**src/rtl/fetch_stage_pkg.sv**
```systemverilog
// ---------------------------------------------------------------------------
// fetch_stage_pkg
// Shared types and constants for the instruction-fetch stage and the main
// control decoder that consumes its opcode output.
//   fetch_state_e : fetch FSM states
//   OP_*          : primary opcode values (instr[31:26])
//   INSTR_W       : instruction width
//   opcode_of()   : extracts the primary opcode field from an instruction
// ---------------------------------------------------------------------------
package fetch_stage_pkg;

  localparam int INSTR_W  = 32;
  localparam int OPCODE_W = 6;

  typedef enum logic [1:0] {
    S_IDLE = 2'd0,
    S_REQ  = 2'd1,
    S_WAIT = 2'd2,
    S_HOLD = 2'd3
  } fetch_state_e;

  localparam logic [OPCODE_W-1:0] OP_RTYPE = 6'b000000;
  localparam logic [OPCODE_W-1:0] OP_LW    = 6'b100011;
  localparam logic [OPCODE_W-1:0] OP_SW    = 6'b101011;
  localparam logic [OPCODE_W-1:0] OP_BEQ   = 6'b000100;
  localparam logic [OPCODE_W-1:0] OP_ADDI  = 6'b001000;

  function automatic logic [OPCODE_W-1:0] opcode_of(input logic [INSTR_W-1:0] instr);
    return instr[INSTR_W-1 -: OPCODE_W];
  endfunction

endpackage

```
**src/rtl/fetch_stage_if_id_reg.sv**
```systemverilog
// ---------------------------------------------------------------------------
// if_id_reg
// IF/ID pipeline register with a one-entry skid slot and valid/ready logic.
//   clk, rst_n     : clock, async active-low reset
//   flush          : redirect; empties IF/ID and skid (highest priority)
//   load           : a fetched instruction arrives this cycle
//   load_instr/pc  : the arriving instruction and its address
//   id_ready       : decode consumes IF/ID this cycle
//   accept         : IF/ID can take a load directly (else it goes to skid)
//   id_valid/instr/pc/pc_plus4 : IF/ID contents toward decode
// ---------------------------------------------------------------------------
module if_id_reg
  import fetch_stage_pkg::*;
#(
  parameter int ADDR_W = 32
) (
  input  logic               clk,
  input  logic               rst_n,
  input  logic               flush,
  input  logic               load,
  input  logic [INSTR_W-1:0] load_instr,
  input  logic [ADDR_W-1:0]  load_pc,
  input  logic               id_ready,
  output logic               accept,
  output logic               id_valid,
  output logic [INSTR_W-1:0] id_instr,
  output logic [ADDR_W-1:0]  id_pc,
  output logic [ADDR_W-1:0]  id_pc_plus4
);

  logic               skid_valid;
  logic [INSTR_W-1:0] skid_instr;
  logic [ADDR_W-1:0]  skid_pc;

  // A load can go straight into IF/ID when it is empty or being drained.
  assign accept = !id_valid || id_ready;

  always_ff @(posedge clk or negedge rst_n) begin
    if (!rst_n) begin
      // NOTE: the skid data is reset along with its valid bit so every IF/ID
      // field reads a defined value after reset; it is one entry, not an array.
      id_valid    <= 1'b0;
      id_instr    <= '0;
      id_pc       <= '0;
      id_pc_plus4 <= '0;
      skid_valid  <= 1'b0;
      skid_instr  <= '0;
      skid_pc     <= '0;
    end else if (flush) begin
      // NOTE: non-blocking assignments keep every register update in this
      // block reading the pre-edge values, independent of statement order.
      id_valid   <= 1'b0;
      skid_valid <= 1'b0;
    end else if (load) begin
      if (accept) begin
        id_valid    <= 1'b1;
        id_instr    <= load_instr;
        id_pc       <= load_pc;
        id_pc_plus4 <= load_pc + ADDR_W'(4);
      end else begin
        skid_valid <= 1'b1;
        skid_instr <= load_instr;
        skid_pc    <= load_pc;
      end
    end else if (skid_valid && id_ready) begin
      // Current IF/ID is consumed and replaced by the skid entry; id_valid stays 1.
      id_instr    <= skid_instr;
      id_pc       <= skid_pc;
      id_pc_plus4 <= skid_pc + ADDR_W'(4);
      skid_valid  <= 1'b0;
    end else if (id_valid && id_ready) begin
      id_valid <= 1'b0;
    end
  end

endmodule

```
**src/rtl/fetch_stage.sv**
```systemverilog
// ---------------------------------------------------------------------------
// fetch_stage
// Instruction-fetch stage: owns the PC, fetches words over req/gnt/rvalid and
// presents them to decode through the IF/ID register.
//   clk, rst_n                : clock, async active-low reset
//   imem_req/imem_addr        : registered fetch request and word address
//   imem_gnt                  : memory accepts the request
//   imem_rvalid/imem_rdata    : one response per granted request
//   branch_taken/target       : redirect pulse and address (low bits ignored)
//   id_ready                  : decode accepts IF/ID
//   id_valid/instr/pc/pc_plus4: IF/ID contents
//   id_opcode                 : id_instr[31:26] for the main decoder
// ---------------------------------------------------------------------------
module fetch_stage
  import fetch_stage_pkg::*;
#(
  parameter int                ADDR_W   = 32,
  parameter logic [ADDR_W-1:0] PC_RESET = '0
) (
  input  logic                clk,
  input  logic                rst_n,
  output logic                imem_req,
  output logic [ADDR_W-1:0]   imem_addr,
  input  logic                imem_gnt,
  input  logic                imem_rvalid,
  input  logic [INSTR_W-1:0]  imem_rdata,
  input  logic                branch_taken,
  input  logic [ADDR_W-1:0]   branch_target,
  input  logic                id_ready,
  output logic                id_valid,
  output logic [INSTR_W-1:0]  id_instr,
  output logic [ADDR_W-1:0]   id_pc,
  output logic [ADDR_W-1:0]   id_pc_plus4,
  output logic [OPCODE_W-1:0] id_opcode
);

  fetch_state_e      state;
  logic [ADDR_W-1:0] pc;
  logic [ADDR_W-1:0] fetch_pc;
  logic              drop;
  logic              accept;
  logic              load;
  logic [ADDR_W-1:0] pc_plus4;
  logic [ADDR_W-1:0] redirect_pc;

  assign pc_plus4    = pc + ADDR_W'(4);
  assign redirect_pc = {branch_target[ADDR_W-1:2], 2'b00};

  // Only a live (not dropped, not flushed) response reaches IF/ID.
  assign load = (state == S_WAIT) && imem_rvalid && !drop && !branch_taken;

  always_ff @(posedge clk or negedge rst_n) begin
    if (!rst_n) begin
      state     <= S_IDLE;
      pc        <= PC_RESET;
      fetch_pc  <= '0;
      drop      <= 1'b0;
      imem_req  <= 1'b0;
      imem_addr <= PC_RESET;
    end else if (branch_taken) begin
      pc        <= redirect_pc;
      imem_addr <= redirect_pc;
      unique case (state)
        S_REQ: begin
          // A granted request is already in flight; its response is dropped.
          if (imem_gnt) begin
            state    <= S_WAIT;
            drop     <= 1'b1;
            imem_req <= 1'b0;
          end
        end
        S_WAIT: begin
          if (imem_rvalid) begin
            state    <= S_REQ;
            drop     <= 1'b0;
            imem_req <= 1'b1;
          end else begin
            drop <= 1'b1;
          end
        end
        S_IDLE, S_HOLD: begin
          state    <= S_REQ;
          imem_req <= 1'b1;
        end
      endcase
    end else begin
      unique case (state)
        S_IDLE: begin
          state    <= S_REQ;
          imem_req <= 1'b1;
        end
        S_REQ: begin
          if (imem_gnt) begin
            fetch_pc  <= pc;
            pc        <= pc_plus4;
            imem_addr <= pc_plus4;
            imem_req  <= 1'b0;
            state     <= S_WAIT;
          end
        end
        S_WAIT: begin
          if (imem_rvalid) begin
            drop <= 1'b0;
            if (drop || accept) begin
              state    <= S_REQ;
              imem_req <= 1'b1;
            end else begin
              // Response parked in the skid slot; no new request until it drains.
              state <= S_HOLD;
            end
          end
        end
        S_HOLD: begin
          if (id_ready) begin
            state    <= S_REQ;
            imem_req <= 1'b1;
          end
        end
      endcase
    end
  end

  if_id_reg #(
    .ADDR_W(ADDR_W)
  ) u_if_id (
    .clk        (clk),
    .rst_n      (rst_n),
    .flush      (branch_taken),
    .load       (load),
    .load_instr (imem_rdata),
    .load_pc    (fetch_pc),
    .id_ready   (id_ready),
    .accept     (accept),
    .id_valid   (id_valid),
    .id_instr   (id_instr),
    .id_pc      (id_pc),
    .id_pc_plus4(id_pc_plus4)
  );

  assign id_opcode = opcode_of(id_instr);

endmodule

```
**config.mk**
```make
export PLATFORM = sky130hd
export DESIGN_NAME = fetch_stage
export DESIGN_NICKNAME = d
export VERILOG_FILES = /design/src/rtl/fetch_stage_pkg.sv /design/src/rtl/fetch_stage_if_id_reg.sv /design/src/rtl/fetch_stage.sv
export SDC_FILE = /design/constraint.sdc
export NUM_CORES = 1
export LEC_CHECK = 0
export ABC_CLOCK_PERIOD_IN_PS = 10700
export BUFFER_PORTS_ARGS = -buffer_cell sky130_fd_sc_hd__buf_2
export CAP_MARGIN = 10
export CORE_MARGIN = 2
export CORE_UTILIZATION = 60
export CTS_BUF_LIST = sky130_fd_sc_hd__clkbuf_4 sky130_fd_sc_hd__clkbuf_8 sky130_fd_sc_hd__clkbuf_16
export CTS_CLUSTER_SIZE = 30
export DETAILED_ROUTE_END_ITERATION = 8
export PLACE_DENSITY = 0.86
export SLEW_MARGIN = 20
export SYNTH_ARGS = -nofsm -noshare
export SYNTH_HDL_FRONTEND = slang
export SYNTH_SLANG_ARGS = --single-unit
```
**constraint.sdc**
```tcl
create_clock -name clk -period 10.7 [get_ports clk]
set_input_delay 1.605 -clock clk [delete_from_list [all_inputs] [get_ports clk]]
set_output_delay 1.605 -clock clk [all_outputs]
set_load 0.005 [all_outputs]
```
# == Yosys cells after proc, flatten, opt, wreduce, memory -nomap -nowiden ==
# Cells that the tools add are included.
# totals
ff_bits,230
latch_bits,0
ramBits,0
romBits,0
input_bits,70
out_inout_bits,136
wordCells,100
n_memories,0
# op_classes
n_addsub,3
multipliers,0
n_div,0
magnitude_cmp,0
eq_ne,11
shift,0
n_mux,43
n_bitwise,2
reduce_logical,29
# ops
operator,n
$mux 32,12
$add 32x3->32 const B,3
$mux 1,20
$ne 3x3->1 const B,5
$reduce_and 3->1,5
$mux 2,6
$reduce_bool 2->1,6
$pmux 2 s4,1
$pmux 2 s3,1
$reduce_and 2->1,3
$reduce_bool 3->1,2
$logic_and 1x1->1,5
$eq 2x2->1 const B,2
$ne 2x2->1 const B,2
$pmux 1 s4,1
$reduce_and 4->1,1
$logic_not 1->1,3
$ne 3x2->1 const B,1
$pmux 1 s3,1
$eq 2x1->1 const B,1
$logic_not 2->1,1
$logic_or 1x1->1,2
$not 1->1,2
$pmux 1 s2,1
$reduce_or 2->1,1

# == Depth between registers and ports, before layout ==
# Gate-level depths: netlist of the first run.
# logic_depth
depth_word,7
mapped_depth,15
mapped_depth_nobuf,11

# == Cells and area by module ==
# Synthesis of the first run repeated with hierarchy kept, for this count alone.
# unflattened
cells_unflattened,970
area_unflattened_um2,10652.7
# modules_own_cells
mod,n_inst,cells_each,area_each_um2,seq_area_each_um2
if_id_reg,1,654,7422.1,4003.8
fetch_stage,1,316,3230.6,1601.5

# == Worst setup path after synthesis of the first run ==
# No wires, ideal clock.
# synth_path
kind,input port to flip-flop
from,in branch_taken
to,reg u_if_id.id_pc_plus4[28]
setup_time_ns,0.126
t_arrival_ns,4.304
required_time_ns,10.574
setup_slack_ns,6.270
cell_stages,13
path_buffers,4
path_cell_list,and4bb_4 buf_4 buf_6 buf_2 buf_2 nand2_1 nand2_1 ha_1 nand3_1 or4_1 o2bb2ai_2 o311a_1 a221o_1
# synth_via
elab_chain_len,4
word_cells_on_any_way,7
classes_between,eq/ne: 1; mux: 1; bitwise: 1; reduce/logical: 4
# synth_lines
item,line_no,source
"start, declared",fetch_stage.sv:27,"input logic branch_taken,"
$logic_not 1->1,fetch_stage.sv:50,assign load = (state == S_WAIT) && imem_rvalid && !drop && !branch_taken;
$logic_and 1x1->1,fetch_stage.sv:50,
$ne 2x2->1 (no line) / $reduce_bool 2->1 (equally long branches),--,
$reduce_and 3->1 (no line),--,
"end signal, assigned",fetch_stage_if_id_reg.sv:59,id_pc_plus4 <= load_pc + ADDR_W'(4);
"end signal, assigned",fetch_stage_if_id_reg.sv:69,id_pc_plus4 <= skid_pc + ADDR_W'(4);
"end, declared",fetch_stage_if_id_reg.sv:28,output logic [ADDR_W-1:0] id_pc_plus4
# Parallel ways exist; a longest one is shown, timed or not.
# A chain may end at the register's enable or synchronous reset.

# == Worst setup path in the final report of the first run ==
# Same ends and word-level chain as after synthesis.

==> results_dict.tcl, run 1 <==
set metrics [dict create \
    status "complete, no violations" \
    io_buffers 197 \
    finalNonFillerCells 1438 \
    viasPerCell 5.92 \
    fmax_mhz 225 \
    yosysWarnings 0 \
    synthCells 1026 \
    cts_hold_buf 0 \
    cts_sinks 220 \
    ys_top_cells_by_area "dfrtp_1 (52%), mux2_2 (10%), nand2_1 (7.5%)" \
    die_area_um2 18600 \
    place_area_um2 11600 \
    finalWirelength_mm 25.5 \
    endpoint_kind "flip-flop" \
    area_growth_pct 18.5 \
    syn_area_um2 10500 \
    fin_ws_ns 6.26 \
    routedWlPerCell_um 17.7 \
    synth_top_area_cell "dfrtp_1" \
    rows 48 \
    coreArea_um2 17200 \
    r2r-start "state[0]" \
    die-width_um 136 \
    vias 8511 \
    slowest_delay_ns 0.75 \
    synth_common_cells "dfrtp_1 (220), nand2_1 (211), mux2_2 (95)" \
    startpoint "branch_taken" \
    ir_drop_mv 0.114 \
    synth_top_area_share_pct 52.5 \
    final_util_pct 72.4 \
    clock-skew-final_ns 0.0129 \
    pre_cts_ws_ns 5.80 \
    finalMaxSlewViolations 0 \
    nFillCells 1221 \
    rsz0062_at_grt "no" \
    cts_resized 0 \
    dp_hpwl_mm 16.8 \
    drtIter0Drc 778 \
    total_power_mw 2.28 \
    powerDensity_nw_per_um2 183 \
    path_buf_inv 2 \
    cap_violations 0 \
    cts_htree_levels 1 \
    drive_above_1_share_pct 29.5 \
    worst_ep_required_time_ns 11.09 \
    multi_input_area_um2 4680 \
    drtAntennaViolNets 0 \
    cp_data_arrival_time_ns 4.83 \
    synthArstFlopShare_pct 100 \
    cts_setup_buffers 0 \
    ys.flop_type "dfrtp_1" \
    yosysMostFrequentCell "dfrtp_1" \
    grtUsageTotal_pct 27.4 \
    num_antenna_cells 0 \
    synth.distinct_cells 60 \
    syn_area_per_cell_um2 10.2 \
    critical-path-top-delay-family "simple AND/OR/NAND/NOR gates" \
    drc 0 \
    clockBufferDepth 3 \
    root_buffer "clkbuf_16" \
    hold_start "u_if_id.id_pc[3]" \
    gp_congestion 0.915 \
    critPathKind "in -> reg" \
    dp_cells 1396 \
    hold_path.class "reg -> reg" \
    final_area_um2 12400 \
    first_global_vias 7943 \
    io_pins 206 \
    grt_remaining_overflow 0 \
    cts_tree "yes" \
    critical_path.startpoint_type "input pin" \
    ff_latch_area_um2 5510 \
    synth_edf_count 0 \
    clk_pin_slew_ns 0.07 \
    grt_pass1_wl_mm 40.7 \
    fin_crit_ns 4.44 \
    tightestPinTransition_ns 1.09 \
    slew_headroom_pct 26.6 \
    hold_ws_ns 0.473 \
    numCtsBuffers 23 \
    period_share_pct 41.5 \
    antenna_found_initial 0 \
    ys_ff_latch 220 \
    dr.pass1.iters 5 \
    setup-violations-final 0 \
    hold_viol 0 \
    nets 1273 \
    crit_top_cell "nand2_1" \
    dieHeight_um 136 \
    synth_seq_area_share_pct 52.5 \
    tns_ns 0 \
    leakagePower_nw 5.90 \
    insertion_delay_ns 0.51 \
    critPathMaxFanout 69 \
    initial_core_util_pct 61.1 \
    grt_max_degree 142 \
    cpMaxStageDelayCell "and4bb_4" \
    crit_chain "buf_2, buf_4, and4bb_4, nand2_1, nand2_1, ha_1, nand3_1, or4_1, o2bb2ai_2, o311a_1, a221o_1" \
]
worst register-to-register path, cell delays in order, from the launching register on:
cell       delay, ns
dfrtp_1         0.42
inv_1           0.08
ha_1            0.34
and4bb_4        0.65
nand2_1         0.16
nand2_1         0.09
ha_1            0.25
nand3_1         0.15
or4_1           0.61
o2bb2ai_2       0.22
o311a_1         0.32
a221o_1         0.26
cells in the final DEF (no fill, tap or decap), types with 5 or more instances in the layout:
cell type,netlist,layout
clkbuf_4,0,6
conb_1,1,6
nor4b_1,7,7
nor4_1,11,11
or4_1,5,5
a21oi_1,5,5
buf_4,14,9
nor2_1,54,54
o31ai_1,5,5
o21ai_0,79,79
xor2_1,24,24
buf_2,11,196
and2_1,7,6
nor3_1,15,15
o21a_1,7,7
mux2_2,95,95
clkbuf_16,0,23
nand2_1,211,210
inv_1,7,7
a31oi_1,37,37
nand3_1,33,32
ha_1,5,5
xnor2_1,22,22
and3_1,13,13
nand4_1,15,15
dfrtp_1,220,220
mux2i_1,26,26
logic make-up (layout without fill, tap and decap cells):
family          after synthesis  after routing  share of synthesized area [%]
simple gates                393            393                           17.2
flops                       220            220                           52.5
compound gates              166            166                           9.79
mux                         121            121                           12.7
buf+inv                      74            256                           3.35
xor+xnor                     46             46                           3.84
fa+ha+maj                     5              5                          0.596
other cells                   1              6                         0.0357
power breakdown:
part | total [mW] | leakage (nW) | internal [mW] | switching, mW
registers | 1.08 | 2.94 | 0.947 | 0.137
clock network | 0.865 | 0.406 | 0.536 | 0.329
logic | 0.326 | 2.55 | 0.167 | 0.159
state kept, by name, summed over array words and instances, names as in the netlist, 2 cells and up:
register	count
fetch_pc	30
u_if_id.skid_instr	32
u_if_id.skid_pc	30
u_if_id.id_pc_plus4	30
u_if_id.id_pc	30
pc	30
state	2
u_if_id.id_instr	32
layout make-up:
class                   instances  share of cell area (%)
multi-input cells             737                    37.6
repair buffers                208                    9.00
flip-flops and latches        220                    44.3
clock buffers                  33                    5.43
well taps                     225                    2.26
inverters                       8                   0.241
clock inverters                 7                    1.17
path summary, 6_finish.rpt:
path | endpoint | slack, ns | cells after the start
max in group asynchronous | u_if_id.id_instr[0] | 8.75 | 3
worst max register to register | u_if_id.id_pc_plus4[28] | 7.03 | 11
worst min register to register | u_if_id.id_pc[3] | 0.47 | 2
worst min-delay path | u_if_id.id_pc[3] | 0.47 | 2
min in group asynchronous | pc[17] | 0.99 | 1
worst max-delay path | u_if_id.id_pc_plus4[28] | 6.26 | 11
per-layer routing:
layer	track usage, %	up-vias	part of all wire, %
met2	42.2	361	46
met3	4.47	50	7.5
met4	7.81	0	1.8
met5	0	-	0
li1	-	3945	-
met1	40.5	4155	44
(Power assumes the default switching activity.)
==> run 2: changes to the inputs <==
--- a/config.mk
+++ b/config.mk
@@ -5,15 +5,15 @@
 export SDC_FILE = /design/constraint.sdc
 export NUM_CORES = 1
 export LEC_CHECK = 0
-export ABC_CLOCK_PERIOD_IN_PS = 10700
+export ABC_CLOCK_PERIOD_IN_PS = 3700
 export BUFFER_PORTS_ARGS = -buffer_cell sky130_fd_sc_hd__buf_2
 export CAP_MARGIN = 10
 export CORE_MARGIN = 2
-export CORE_UTILIZATION = 60
+export CORE_UTILIZATION = 50
 export CTS_BUF_LIST = sky130_fd_sc_hd__clkbuf_4 sky130_fd_sc_hd__clkbuf_8 sky130_fd_sc_hd__clkbuf_16
 export CTS_CLUSTER_SIZE = 30
 export DETAILED_ROUTE_END_ITERATION = 8
-export PLACE_DENSITY = 0.86
+export PLACE_DENSITY = 0.76
 export SLEW_MARGIN = 20
 export SYNTH_ARGS = -nofsm -noshare
 export SYNTH_HDL_FRONTEND = slang
==> constraint.sdc (replaced) <==
create_clock -name clk -period 3.7 [get_ports clk]
set_input_delay 0.555 -clock clk [delete_from_list [all_inputs] [get_ports clk]]
set_output_delay 0.555 -clock clk [all_outputs]
set_load 0.005 [all_outputs]
==> results_dict.tcl, run 2 (synthesis gave the netlist of run 1 again) <==
set metrics [dict create \
    status "complete, no violations" \
    rsz0062_at_grt "no" \
    numCtsBuffers 25 \
    final_common_cell "dfrtp_1" \
    hold_ws_ns 0.0947 \
    cts_setup_buffers 0 \
    final_cell_mix "dfrtp_1 (220), nand2_1 (210), buf_2 (196)" \
    fmax_mhz 317 \
    grt_pass1_wl_mm 40.4 \
    leakagePower_nw 5.96 \
    vias 8291 \
    antenna_found_initial 0 \
    area_growth_pct 19.7 \
    drtIter0Drc 528 \
    cts_hold_buf 0 \
    ir_drop_mv 0.348 \
    cts_sinks 220 \
    top_regs "u_if_id.id_instr (32), u_if_id.skid_instr (32)" \
    route.met3.wl_mm 1.67 \
    rows 52 \
    worst_ep_required_time_ns 4.09 \
    hold_path.class "in -> async" \
    io_pins 206 \
    critical-path-top-delay-family "simple AND/OR/NAND/NOR gates" \
    dr.pass1.iters 5 \
    coreArea_um2 20400 \
    met1_length_mm 11.9 \
    drtAntennaViolNets 0 \
    clk_pin_slew_ns 0.06 \
    nets 1280 \
    fin_crit_ns 3.16 \
    grt_remaining_overflow 0 \
    slew_headroom_pct 41.5 \
    clockBufferDepth 3 \
    die_area_um2 22200 \
    finalWirelength_mm 25.0 \
    critPathKind "reg -> reg" \
    hold_viol 0 \
    routedWlPerCell_um 16.7 \
    critPathMaxFanout 8 \
    period_share_pct 85.4 \
    initial_core_util_pct 51.4 \
    viasPerCell 5.56 \
    finalMaxSlewViolations 0 \
    endpoint_kind "flip-flop" \
    die-width_um 149 \
    drc 0 \
    io_buffers 197 \
    cts_tree "yes" \
    num_antenna_cells 0 \
    dp_hpwl_mm 17.7 \
    tns_ns 0 \
    finalNonFillerCells 1492 \
    grt_max_degree 113 \
    clock-skew-final_ns 0.00740 \
    gp_congestion 0.879 \
    insertion_delay_ns 0.51 \
    dr.max_layer_used "met4" \
    drive_above_1_share_pct 30.0 \
    dp_cells 1448 \
    tightestPinTransition_ns 0.870 \
    cap_violations 0 \
    root_buffer "clkbuf_16" \
    wl_met2_mm 10.8 \
    cp_data_arrival_time_ns 3.54 \
    setup-violations-final 0 \
    grtUsageTotal_pct 22.5 \
    dieHeight_um 149 \
    cts_htree_levels 1 \
    cts_resized 0 \
    cpMaxStageDelayCell "or4_1" \
    path_buf_inv 1 \
    first_global_vias 7837 \
    powerDensity_nw_per_um2 523 \
    crit_chain "inv_1, ha_1, and4bb_4, nand2_1, nand2_1, ha_1, nand3_1, or4_1, o2bb2ai_2, o311a_1, a221o_1" \
    critical_path.startpoint_type "flip-flop" \
    slowest_delay_ns 0.58 \
]
## run 2: layout make-up
type	instances	area [um^2]
clock buffer	35	726
tap	270	338
timing repair buffer	213	1170
inverter	8	30.0
sequential	220	5510
clock inverter	9	120
multi-input combinational	737	4680
fill	1767	7870
## run 2: path summary, 6_finish.rpt
path                                    from                 endpoint  slack [ns]  cells after the start
max in group asynchronous              rst_n        u_if_id.id_pc[27]        2.76                      2
min in group clk           branch_target[30]                   pc[30]        0.25                      3
setup reg to reg                    state[0]  u_if_id.id_pc_plus4[28]        0.54                     11
hold / removal                         rst_n                   pc[17]        0.09                      1
hold reg to reg             u_if_id.id_pc[8]         u_if_id.id_pc[8]        0.47                      2
setup / recovery                    state[0]  u_if_id.id_pc_plus4[28]        0.54                     11
## run 2: layer usage
metal | up-vias | GRT usage (%)
met1 | 3993 | 34.5
met4 | 0 | 6.67
met3 | 41 | 3.76
li1 | 3967 | -
met5 | - | 0
met2 | 290 | 32.9
## run 2: power breakdown
| part | internal, mW | switching [mW] | leakage [nW] |
|---|---|---|---|
| clock | 1.57 | 0.939 | 0.430 |
| combinational | 0.482 | 0.438 | 2.58 |
| sequential | 2.74 | 0.403 | 2.94 |
## run 2: metrics by stage
step / utilization (%) / cell area (um^2) / power (mW) / setup slack [ns]
finish: 61.5 / 12600 / 6.57 / 0.542
global route: 61.5 / 12600 / 6.90 / 0.343
CTS: 61.5 / 12600 / 6.62 / 0.558
detailed placement: 57.4 / 11700 / 4.10 / 0.581
global placement: 57.4 / 11700 / 4.05 / 0.656
floorplan: - / 10500 / 3.62 / 0.213
